### config.mk
export PLATFORM = sky130hd
export DESIGN_NAME = mac_accumulator_flat
export DESIGN_NICKNAME = d
export VERILOG_FILES = /design/src/rtl/mac_accumulator_pkg.sv /design/src/rtl/mac_accumulator_if.sv /design/src/rtl/mac_accumulator_operand_bram.sv /design/src/rtl/mac_accumulator.sv /design/src/flat_wrapper.sv
export SDC_FILE = /design/constraint.sdc
export NUM_CORES = 1
export LEC_CHECK = 0
export ABC_AREA = 1
export BUFFER_PORTS_ARGS = -buffer_cell sky130_fd_sc_hd__buf_2
export CELL_PAD_IN_SITES_DETAIL_PLACEMENT = 1
export CELL_PAD_IN_SITES_GLOBAL_PLACEMENT = 1
export CORE_UTILIZATION = 39
export DETAILED_ROUTE_END_ITERATION = 16
export HOLD_SLACK_MARGIN = 0.06
export PLACE_DENSITY_LB_ADDON = 0.1
export RECOVER_POWER = 25
export SYNTH_ARGS = -nofsm -noshare
export SYNTH_HDL_FRONTEND = slang
export SYNTH_SLANG_ARGS = --single-unit
### constraint.sdc
create_clock -name clk -period 14.69 [get_ports clk]
set_clock_uncertainty 0.1 [all_clocks]
set_input_delay 1.469 -clock clk [delete_from_list [all_inputs] [get_ports clk]]
set_output_delay 1.469 -clock clk [all_outputs]
set_load 0.01 [all_outputs]
### src/rtl/mac_accumulator_pkg.sv
// Shared definitions for the MAC compute stage and the control unit that feeds it:
// default geometry, accumulator width derivation and FSM state encoding.
package mac_accumulator_pkg;

    localparam int MAC_DATA_WIDTH = 8;
    localparam int MAC_BRAM_DEPTH = 2;
    localparam int MAC_ADDR_WIDTH = 2;

    // Wide enough to sum 2**ADDR_WIDTH full-scale signed products without overflow.
    function automatic int acc_width_f(input int data_width, input int addr_width);
        return 2 * data_width + addr_width;
    endfunction

    localparam int MAC_ACC_WIDTH = acc_width_f(MAC_DATA_WIDTH, MAC_ADDR_WIDTH);

    typedef enum logic [1:0] {
        IDLE    = 2'd0,
        COMPUTE = 2'd1,
        DONE    = 2'd2
    } state_t;

endpackage

### src/rtl/mac_accumulator_if.sv
// Control-unit facing bus of the MAC stage: operand writes, start request and
// the valid/ready result port.
interface mac_accumulator_if
    import mac_accumulator_pkg::*;
#(
    parameter int DATA_WIDTH = MAC_DATA_WIDTH,
    parameter int ADDR_WIDTH = MAC_ADDR_WIDTH,
    parameter int ACC_WIDTH  = acc_width_f(DATA_WIDTH, ADDR_WIDTH)
);

    logic                         enable_cu;
    logic                         write_mode;
    logic [ADDR_WIDTH-1:0]        address;
    logic                         compute_ready;
    logic signed [DATA_WIDTH-1:0] a_in;
    logic signed [DATA_WIDTH-1:0] b_in;
    logic                         busy;
    logic signed [ACC_WIDTH-1:0]  result;
    logic                         result_valid;
    logic                         result_ready;

    modport master (
        output enable_cu, write_mode, address, compute_ready, a_in, b_in, result_ready,
        input  busy, result, result_valid
    );

    modport slave (
        input  enable_cu, write_mode, address, compute_ready, a_in, b_in, result_ready,
        output busy, result, result_valid
    );

endinterface

### src/rtl/mac_accumulator_operand_bram.sv
// Operand pair storage: one write port, one registered read port, storage array
// deliberately left without reset so contents survive a reset.
module mac_accumulator_operand_bram #(
    parameter int DATA_WIDTH = 8,
    parameter int BRAM_DEPTH = 2,
    parameter int ADDR_WIDTH = 2
) (
    input  logic                      clk,
    input  logic                      reset,
    input  logic                      wr_en,
    input  logic [ADDR_WIDTH-1:0]     wr_addr,
    input  logic [2*DATA_WIDTH-1:0]   wr_data,
    input  logic                      rd_en,
    input  logic [ADDR_WIDTH-1:0]     rd_addr,
    output logic [2*DATA_WIDTH-1:0]   rd_data
);

    logic [2*DATA_WIDTH-1:0] mem_r [BRAM_DEPTH];
    logic [2*DATA_WIDTH-1:0] rd_mux_s;
    logic [2*DATA_WIDTH-1:0] rd_data_r;

    // Storage array write; out-of-range addresses match no slot.
    always_ff @(posedge clk) begin
        for (int i = 0; i < BRAM_DEPTH; i++) begin
            if (wr_en && (wr_addr == ADDR_WIDTH'(i))) begin
                mem_r[i] <= wr_data;
            end
        end
    end

    // Read-side slot select.
    always_comb begin
        rd_mux_s = {(2*DATA_WIDTH){1'b0}};
        for (int i = 0; i < BRAM_DEPTH; i++) begin
            rd_mux_s = (rd_addr == ADDR_WIDTH'(i)) ? mem_r[i] : rd_mux_s;
        end
    end

    // Registered read port.
    always_ff @(posedge clk or negedge reset) begin
        if (!reset) begin
            rd_data_r <= {(2*DATA_WIDTH){1'b0}};
        end else if (rd_en) begin
            rd_data_r <= rd_mux_s;
        end
    end

    assign rd_data = rd_data_r;

endmodule

### src/rtl/mac_accumulator.sv
// Signed dot-product engine: loads operand pairs while idle, then walks the buffer
// on a start request and hands the sum out through a valid/ready port.
module mac_accumulator
    import mac_accumulator_pkg::*;
#(
    parameter int DATA_WIDTH = MAC_DATA_WIDTH,
    parameter int BRAM_DEPTH = MAC_BRAM_DEPTH,
    parameter int ADDR_WIDTH = MAC_ADDR_WIDTH,
    parameter int ACC_WIDTH  = acc_width_f(DATA_WIDTH, ADDR_WIDTH)
) (
    input  logic             clk,
    input  logic             reset,
    mac_accumulator_if.slave bus
);

    // One extra pointer bit so the pointer can reach BRAM_DEPTH == 2**ADDR_WIDTH.
    localparam int PTR_WIDTH = ADDR_WIDTH + 1;
    localparam logic [PTR_WIDTH-1:0] DEPTH_P = PTR_WIDTH'(BRAM_DEPTH);
    localparam logic [PTR_WIDTH-1:0] PTR_ONE = PTR_WIDTH'(1);

    state_t                       state_r, state_next_s;
    logic signed [ACC_WIDTH-1:0]  acc_r, acc_next_s;
    logic signed [ACC_WIDTH-1:0]  result_r, result_next_s;
    logic [PTR_WIDTH-1:0]         rd_ptr_r, rd_ptr_next_s;
    logic                         op_valid_r, op_valid_next_s;
    logic                         busy_r;
    logic                         result_valid_r;
    logic                         wr_en_s;
    logic                         rd_en_s;
    logic [2*DATA_WIDTH-1:0]      rd_data_s;
    logic signed [DATA_WIDTH-1:0] a_op_s;
    logic signed [DATA_WIDTH-1:0] b_op_s;
    logic signed [ACC_WIDTH-1:0]  prod_s;

    assign wr_en_s = (state_r == IDLE) && bus.enable_cu && bus.write_mode
                     && ({1'b0, bus.address} < DEPTH_P);

    mac_accumulator_operand_bram #(
        .DATA_WIDTH (DATA_WIDTH),
        .BRAM_DEPTH (BRAM_DEPTH),
        .ADDR_WIDTH (ADDR_WIDTH)
    ) u_operand_bram (
        .clk     (clk),
        .reset   (reset),
        .wr_en   (wr_en_s),
        .wr_addr (bus.address),
        .wr_data ({bus.a_in, bus.b_in}),
        .rd_en   (rd_en_s),
        .rd_addr (rd_ptr_r[ADDR_WIDTH-1:0]),
        .rd_data (rd_data_s)
    );

    assign a_op_s = $signed(rd_data_s[2*DATA_WIDTH-1:DATA_WIDTH]);
    assign b_op_s = $signed(rd_data_s[DATA_WIDTH-1:0]);
    assign prod_s = ACC_WIDTH'(a_op_s) * ACC_WIDTH'(b_op_s);

    // Next-state and datapath update; the read of slot k overlaps the add of slot k-1.
    always_comb begin
        state_next_s    = state_r;
        acc_next_s      = acc_r;
        rd_ptr_next_s   = rd_ptr_r;
        op_valid_next_s = op_valid_r;
        result_next_s   = result_r;
        rd_en_s         = 1'b0;
        case (state_r)
            IDLE: begin
                if (bus.compute_ready) begin
                    state_next_s    = COMPUTE;
                    acc_next_s      = {ACC_WIDTH{1'b0}};
                    rd_ptr_next_s   = {PTR_WIDTH{1'b0}};
                    op_valid_next_s = 1'b0;
                end else begin
                    state_next_s = IDLE;
                end
            end
            COMPUTE: begin
                if (op_valid_r) begin
                    acc_next_s = acc_r + prod_s;
                end else begin
                    acc_next_s = acc_r;
                end
                if (rd_ptr_r < DEPTH_P) begin
                    rd_en_s         = 1'b1;
                    rd_ptr_next_s   = rd_ptr_r + PTR_ONE;
                    op_valid_next_s = 1'b1;
                end else begin
                    state_next_s    = DONE;
                    result_next_s   = acc_r + prod_s;
                    op_valid_next_s = 1'b0;
                end
            end
            DONE: begin
                if (result_valid_r && bus.result_ready) begin
                    state_next_s = IDLE;
                end else begin
                    state_next_s = DONE;
                end
            end
            default: begin
                state_next_s = IDLE;
            end
        endcase
    end

    // FSM state register.
    always_ff @(posedge clk or negedge reset) begin
        if (!reset) begin
            state_r <= IDLE;
        end else begin
            state_r <= state_next_s;
        end
    end

    // Datapath and registered output flags.
    always_ff @(posedge clk or negedge reset) begin
        if (!reset) begin
            acc_r          <= {ACC_WIDTH{1'b0}};
            result_r       <= {ACC_WIDTH{1'b0}};
            rd_ptr_r       <= {PTR_WIDTH{1'b0}};
            op_valid_r     <= 1'b0;
            busy_r         <= 1'b0;
            result_valid_r <= 1'b0;
        end else begin
            acc_r          <= acc_next_s;
            result_r       <= result_next_s;
            rd_ptr_r       <= rd_ptr_next_s;
            op_valid_r     <= op_valid_next_s;
            busy_r         <= (state_next_s != IDLE);
            result_valid_r <= (state_next_s == DONE);
        end
    end

    assign bus.busy         = busy_r;
    assign bus.result       = result_r;
    assign bus.result_valid = result_valid_r;

endmodule
### src/flat_wrapper.sv
// flat-port wrapper written by rule: the top's interface ports become plain ports
module mac_accumulator_flat import mac_accumulator_pkg::*;
#(
    parameter int DATA_WIDTH = MAC_DATA_WIDTH,
    parameter int BRAM_DEPTH = MAC_BRAM_DEPTH,
    parameter int ADDR_WIDTH = MAC_ADDR_WIDTH,
    parameter int ACC_WIDTH  = acc_width_f(DATA_WIDTH, ADDR_WIDTH)
)
  (clk, reset, bus_enable_cu, bus_write_mode, bus_address, bus_compute_ready, bus_a_in, bus_b_in, bus_result_ready, bus_busy, bus_result, bus_result_valid);
  mac_accumulator_if #(.DATA_WIDTH(DATA_WIDTH), .ADDR_WIDTH(ADDR_WIDTH), .ACC_WIDTH(ACC_WIDTH)) bus_i ();
  input  logic clk;
  input  logic reset;
  input wire logic [$bits(bus_i.enable_cu)-1:0] bus_enable_cu;
  input wire logic [$bits(bus_i.write_mode)-1:0] bus_write_mode;
  input wire logic [$bits(bus_i.address)-1:0] bus_address;
  input wire logic [$bits(bus_i.compute_ready)-1:0] bus_compute_ready;
  input wire logic [$bits(bus_i.a_in)-1:0] bus_a_in;
  input wire logic [$bits(bus_i.b_in)-1:0] bus_b_in;
  input wire logic [$bits(bus_i.result_ready)-1:0] bus_result_ready;
  output wire logic [$bits(bus_i.busy)-1:0] bus_busy;
  output wire logic [$bits(bus_i.result)-1:0] bus_result;
  output wire logic [$bits(bus_i.result_valid)-1:0] bus_result_valid;
  assign bus_i.enable_cu = bus_enable_cu;
  assign bus_i.write_mode = bus_write_mode;
  assign bus_i.address = bus_address;
  assign bus_i.compute_ready = bus_compute_ready;
  assign bus_i.a_in = bus_a_in;
  assign bus_i.b_in = bus_b_in;
  assign bus_i.result_ready = bus_result_ready;
  assign bus_busy = bus_i.busy;
  assign bus_result = bus_i.result;
  assign bus_result_valid = bus_i.result_valid;
  mac_accumulator #(.DATA_WIDTH(DATA_WIDTH), .BRAM_DEPTH(BRAM_DEPTH), .ADDR_WIDTH(ADDR_WIDTH), .ACC_WIDTH(ACC_WIDTH)) u_core (.clk(clk), .reset(reset), .bus(bus_i));
endmodule
==> metrics.md, run 1 <==
| Metric | Value |
|---|---|
| Setup TNS | 0 ns |
| Main synth FF type | dfrtp_1 |
| Syn Area/Cell | 8.39 µm² |
| Crit path from | u_core.u_operand_bram.rd_data[2] |
| Max Cap Viol | 1 |
| Synthesized Nets | 970 |
| Minimum clock period | 5.95 ns |
| Worst Hold Launch | u_core.bus.result[12] |
| Post-layout util | 44.4% |
| Congestion Overflow GR | 0 |
| Routed via count | 5405 |
| Later-pin clock latency in the skew report | 0.36 ns |
| Reg2reg end | u_core.bus.result[17] |
| Final ANT Viol Nets | 0 |
| Hold EP | u_core.bus.result[12] |
| Final WL | 17600 µm |
| Asr flop ratio synth | 65.2% |
| Worst-path fanout max | 9 |
| Cell area after synthesis | 7050 µm² |
| Mapped Cells | 841 |
| DRC Markers | 0 |
| Hold Buf Count CTS | 0 |
| PortBufs | 43 |
| Worst-Margin Slew | 3.44 ns |
| Flip-flop and latch count after synthesis | 92 |
| CTS sink cnt | 92 |
| Share of layout cells above drive strength 1 | 8.81% |
| RSZ-0062 raised after global routing | false |
| WHS Path Cells | 2 |
| Commonest non-fill, non-tap cell in the layout | nand2_1 |
| Routed len/inst | 16.0 µm |
| Number of synthesized flops with an enable pin | 32 |
| Critical Path AT | 6.10 ns |
| GP Congestion | 0.897 |
| Class of the worst hold path | flip-flop to flip-flop |
| Setup slack of the most critical reg-to-reg path | 8.74 ns |
| Most frequent cells in the layout | 195 x nand2_1, 179 x inv_1, 60 x dfrtp_1, 56 x fa_1, 52 x nand3_1 |
| TritonCTS clock tree | built |
| Max frequency | 0.168 GHz |
| First-pass GRT wire length | 30300 µm |
| Status | finished with violations |
| Cts repair resizes | 0 |
| Hold WS | 0.379 ns |
| Worst slew margin | -129% |
| Site Rows | 48 |
| Worst R2R Start | u_core.u_operand_bram.rd_data[2] |
| Initial DRC count | 297 |
| Final period utilization | 40.5% |
| Max-slew violation count | 61 |
| Failing checks | max-capacitance violations, max-slew violations |
| Initial antenna violation count | 0 |
| Final hold violation count | 0 |
| Critical path endpoint category | flip-flop |
| Seq/Total Area, Yosys | 34.9% |
| Largest net degree at the start of global routing | 61 |
| Die span in x | 136 µm |
| Core Region | 17500 µm² |
| Root Buffer | clkbuf_16 |
| Full die area | 18600 µm² |
| Final nets | 998 |
| Type of origin of the critical path | flip-flop |
| R2r worst-path depth | 28 |
| Area Overhead vs Synth | 9.88% |
| Hpwl dp | 13800 µm |
| Chip height | 136 µm |
| Post-CTS Setup Bufs | 0 |
| Clock-pin slew on the worst setup and hold paths | 0.08 ns |
| CP peak stage delay | 0.60 ns |
| Slowest stage cell, crit path | fa_1 |
| Antenna cells | 0 |
| TritonCTS Buffers | 9 |
| Via count of the first global-routing pass | 6076 |
| Clk buf depth | 2 |
| GRT Overall Usage | 21.4% |
| Top Ports | 44 |
| Warnings from Yosys | 0 |
| Worst endpoint required time | 14.84 ns |
| Crit-path most repeated cell | nand2_1 |
| Fill count | 2098 |
| CP Class | flip-flop to flip-flop |
| Initial Util | 40.4% |
| Synth unique cells | 36 |
| # setup viols final | 0 |
| Htree depth | 3 |
| First drt pass iteration count | 4 |
| Via/cell ratio | 4.92 |
[critical path: cells and delay by family (launching register included)]
family	cells	cell delay (ns)
buffers and inverters	5	0.39
adder cells (fa/ha/maj)	6	2.95
AO/OA/AOI/OAI	3	0.38
XOR/XNOR	1	0.15
AND/OR/NAND/NOR	13	1.38
flip-flops	1	0.50
[sequential cells by signal, indices dropped and copies added (netlist names)]
signal / count
u_core.acc_r: 18
u_core.u_operand_bram.mem_r: 32
u_core.bus.result: 18
u_core.op_valid_r: 1
u_core.u_operand_bram.rd_data: 16
u_core.rd_ptr_r: 3
u_core.bus.result_valid: 1
u_core.bus.busy: 1
u_core.state_r: 2
[cell usage after synthesis (3+ instances only)]
cell type | count | area [µm²]
or2_1 | 3 | 18.8
clkbuf_1 | 25 | 93.8
a21oi_2 | 5 | 43.8
nand2_1 | 195 | 732
nor3_1 | 3 | 15.0
buf_2 | 5 | 25.0
nor2_2 | 3 | 18.8
xnor2_1 | 9 | 78.8
nand3_1 | 52 | 260
o21ai_0 | 18 | 90.1
xor2_1 | 9 | 78.8
fa_1 | 56 | 1120
a21o_1 | 3 | 22.5
nor2_1 | 42 | 158
dfrtp_1 | 60 | 1500
o31ai_1 | 3 | 22.5
inv_2 | 7 | 26.3
nand4_1 | 5 | 31.3
edfxtp_1 | 32 | 961
a22oi_1 | 3 | 22.5
a21oi_1 | 45 | 225
ha_1 | 49 | 613
o21bai_1 | 4 | 30.0
o21ai_1 | 9 | 45.0
nand3_2 | 3 | 30.0
inv_1 | 179 | 672
[cells by family after synthesis]
kind of cell               Yosys count  share of synthesized area (%)
DFF                                 92                           34.9
AOI/OAI and AO/OA                  101                           8.46
and+or+nand+nor                    308                           18.2
buffers and inverters              217                           11.6
adders and majority gates          105                           24.6
xor gates and xnor gates            18                           2.23
[per-layer routing]
metal  part of all wire (%)  global-route usage [%]  up-vias
met3                    2.4                    2.67        9
met4                    1.1                    5.93        0
met5                      0                       0        -
met2                     48                    36.2       49
met1                     49                    28.7     2691
li1                       -                       -     2656
[area by class of cell]
type	count	area [µm²]	share of cell area, %
Clock inverter	7	76.3	0.985
Timing Repair Buffer	47	233	3.00
Tap cell	225	282	3.63
Multi-Input combinational cell	532	3770	48.7
Inverter	187	702	9.06
Sequential cell	92	2460	31.8
Clock buffer	9	225	2.91
[worst max-delay path by stage]
stage | to | slack [ns] | cells past startpoint
finish | u_core.bus.result[17] | 8.74 | 28
global route | u_core.acc_r[17] | 8.26 | 27
CTS | u_core.bus.result[17] | 8.74 | 28
detailed placement | u_core.bus.result[17] | 8.77 | 28
global placement | u_core.bus.result[17] | 8.94 | 27
floorplan | u_core.acc_r[17] | 9.26 | 29
[stage by stage]
step | cell area (µm²) | setup WS, ns | std cells
after floorplan | 7050 | 9.26 | 841
after global placement | 7460 | 8.94 | 1083
after detailed placement | 7460 | 8.77 | 1083
after CTS | 7760 | 8.74 | 1099
after global routing | 7750 | 8.26 | 1099
final | 7750 | 8.74 | 1099
Power of run 1 is left out: the tool's default activity adds up to more than one toggle a clock period on the data nets, which glitch-free logic cannot reach.
==> run 2, diff against run 1 <==
==> constraint.sdc (replaced) <==
create_clock -name clk -period 4.8 [get_ports clk]
set_clock_uncertainty 0.1 [all_clocks]
set_input_delay 0.48 -clock clk [delete_from_list [all_inputs] [get_ports clk]]
set_output_delay 0.48 -clock clk [all_outputs]
set_load 0.01 [all_outputs]
==> metrics.md, run 2 (synthesized netlist as in run 1, its figures left out) <==
| Metric | Value |
|---|---|
| Commonest non-fill, non-tap cell in the layout | nand2_1 (unchanged) |
| Final ANT Viol Nets | 0 (unchanged) |
| Later-pin clock latency in the skew report | 0.36 ns (about the same) |
| Max reg flops | 32 (unchanged) |
| DR WL met2 | 9710 µm (was 8390 µm) |
| Area occupied by multi-input gates | 4300 µm² (was 3770 µm²) |
| Setup TNS | -8.99 ns (was 0 ns) |
| Failing checks | max-capacitance violations, max-slew violations, negative setup slack (was max-capacitance violations, max-slew violations) |
| Fill count | 2059 (was 2098) |
| Critical Path AT | 5.60 ns (was 6.10 ns) |
| Antenna cells | 0 (unchanged) |
| Final nets | 1096 (was 998) |
| Status | finished with violations (unchanged) |
| TritonCTS clock tree | built (unchanged) |
| Die span in x | 136 µm (unchanged) |
| Initial antenna violation count | 0 (unchanged) |
| Full die area | 18600 µm² (unchanged) |
| TritonCTS Buffers | 9 (unchanged) |
| WL met3 | 425 µm (was 422 µm) |
| Max-slew violation count | 61 (unchanged) |
| Area Overhead vs Synth | 29.1% (was 9.88%) |
| First drt pass iteration count | 4 (unchanged) |
| Final WL | 18900 µm (was 17600 µm) |
| Worst-path fanout max | 7 (was 9) |
| Chip height | 136 µm (unchanged) |
| RSZ-0062 raised after global routing | true (was false) |
| CP Class | flip-flop to flip-flop (unchanged) |
| Top Ports | 44 (unchanged) |
| Htree depth | 3 (unchanged) |
| Final hold violation count | 0 (unchanged) |
| Share of layout cells above drive strength 1 | 29.4% (was 8.81%) |
| Largest Register | u_core.u_operand_bram.mem_r (unchanged) |
| Initial Util | 40.4% (unchanged) |
| Routed len/inst | 15.8 µm (was 16.0 µm) |
| DRC Markers | 0 (unchanged) |
| Uppermost layer routed | met4 (unchanged) |
| Max Cap Viol | 1 (unchanged) |
| Clk buf depth | 2 (unchanged) |
| Worst endpoint required time | 4.95 ns (was 14.84 ns) |
| Congestion Overflow GR | 0 (unchanged) |
| Largest net degree at the start of global routing | 61 (unchanged) |
| Minimum clock period | 5.45 ns (was 5.95 ns) |
| Most frequent cells in the layout | 169 x nand2_1, 162 x inv_1, 90 x buf_4, 53 x fa_1, 49 x dfrtp_1 (was 195 x nand2_1, 179 x inv_1, 60 x dfrtp_1, 56 x fa_1, 52 x nand3_1) |
| Routed via count | 5876 (was 5405) |
| First-pass GRT wire length | 32500 µm (was 30300 µm) |
| Max frequency | 0.183 GHz (was 0.168 GHz) |
| Clock-pin slew on the worst setup and hold paths | 0.08 ns (about the same) |
| Met1 layer wirelength in the final routing | 8570 µm (was 8560 µm) |
| Critical path endpoint category | flip-flop (unchanged) |
| GP Congestion | 0.835 (was 0.897) |
| # setup viols final | 20 (was 0) |
| Final WS setup | -0.652 ns (was 8.74 ns) |
| CTS sink cnt | 92 (unchanged) |
| Via count of the first global-routing pass | 6680 (was 6076) |
| Site Rows | 48 (unchanged) |
| Class of the worst hold path | input port to flip-flop (was flip-flop to flip-flop) |
| Worst slew margin | -137% (was -129%) |
| Type of origin of the critical path | flip-flop (unchanged) |
| Core Region | 17500 µm² (unchanged) |
| Register area | 2480 µm² (was 2460 µm²) |
| GRT Overall Usage | 22.7% (was 21.4%) |
| Worst-Margin Slew | 3.56 ns (was 3.44 ns) |
| Hpwl dp | 14600 µm (was 13800 µm) |
| Via/cell ratio | 4.91 (was 4.92) |
| Root Buffer | clkbuf_16 (unchanged) |
| PortBufs | 43 (unchanged) |
| Initial DRC count | 215 (was 297) |
| Final period utilization | 114% (was 40.5%) |
[run 2: worst paths after layout]
path	startpoint	to	slack [ns]	cells after the start
max in group asynchronous	reset	u_core.u_operand_bram.rd_data[3]	1.01	2
setup reg to reg	u_core.u_operand_bram.rd_data[14]	u_core.acc_r[14]	-0.65	26
hold reg to reg	u_core.bus.result[11]	u_core.bus.result[11]	0.37	2
setup / recovery	u_core.u_operand_bram.rd_data[14]	u_core.acc_r[14]	-0.65	26
min in group asynchronous	reset	u_core.u_operand_bram.rd_data[10]	1.32	2
hold / removal	bus_a_in[6]	u_core.u_operand_bram.mem_r[0][30]	0.20	1
[run 2: routing by layer]
metal	vias up	GRT usage [%]
met5	-	0
met4	0	6.48
met3	18	2.93
met2	53	40.2
met1	2951	29.0
li1	2854	-
[run 2: metrics by stage]
step	utilization [%]	worst slack [ns]	instances	instance area (µm²)	hold WS, ns
final	52.1	-0.652	1197	9110	0.201
after global placement	46.8	-0.688	1163	8170	0.354
after CTS	51.2	-0.570	1192	8940	0.188
after floorplan	-	-0.268	841	7240	0.0844
after global routing	52.1	-0.887	1197	9110	0.197
after detailed placement	46.8	-0.780	1163	8170	0.361
[run 2: area by class of cell]
class	count	area share, %
Clock buffer	9	2.47
Clock inverter	7	0.893
Sequential cell	92	27.2
Multi-Input combinational cell	532	47.2
Inverter	187	7.82
Timing Repair Buffer	145	11.3
Tap cell	225	3.09
[run 2: repair_timing]
item                       in CTS  in global routing
hold buffers                    0                  0
setup buffers                  13                  5
gates resized for setup        84                 28
setup endpoints to repair      22                 22
pin swaps                      46                 27
[run 2: critical path: stages (launching register included)]
cell and delay (ns):
dfrtp_2 0.49, nand2_1 0.08, inv_1 0.05, fa_1 0.52, inv_2 0.05, fa_1 0.54, inv_2 0.05, fa_1 0.54
inv_1 0.05, fa_1 0.40, inv_2 0.09, ha_4 0.22, nand2_1 0.08, nand2_1 0.08, o21bai_1 0.17, a21oi_2 0.16
o21ai_2 0.09, xor2_1 0.17, ha_1 0.34, inv_2 0.12, o21ai_2 0.08, a31oi_4 0.18, nand3_4 0.11, a21o_1 0.18
or2_1 0.25, nand3_1 0.08, nand2_1 0.07
Power of run 2 is left out for the same reason.
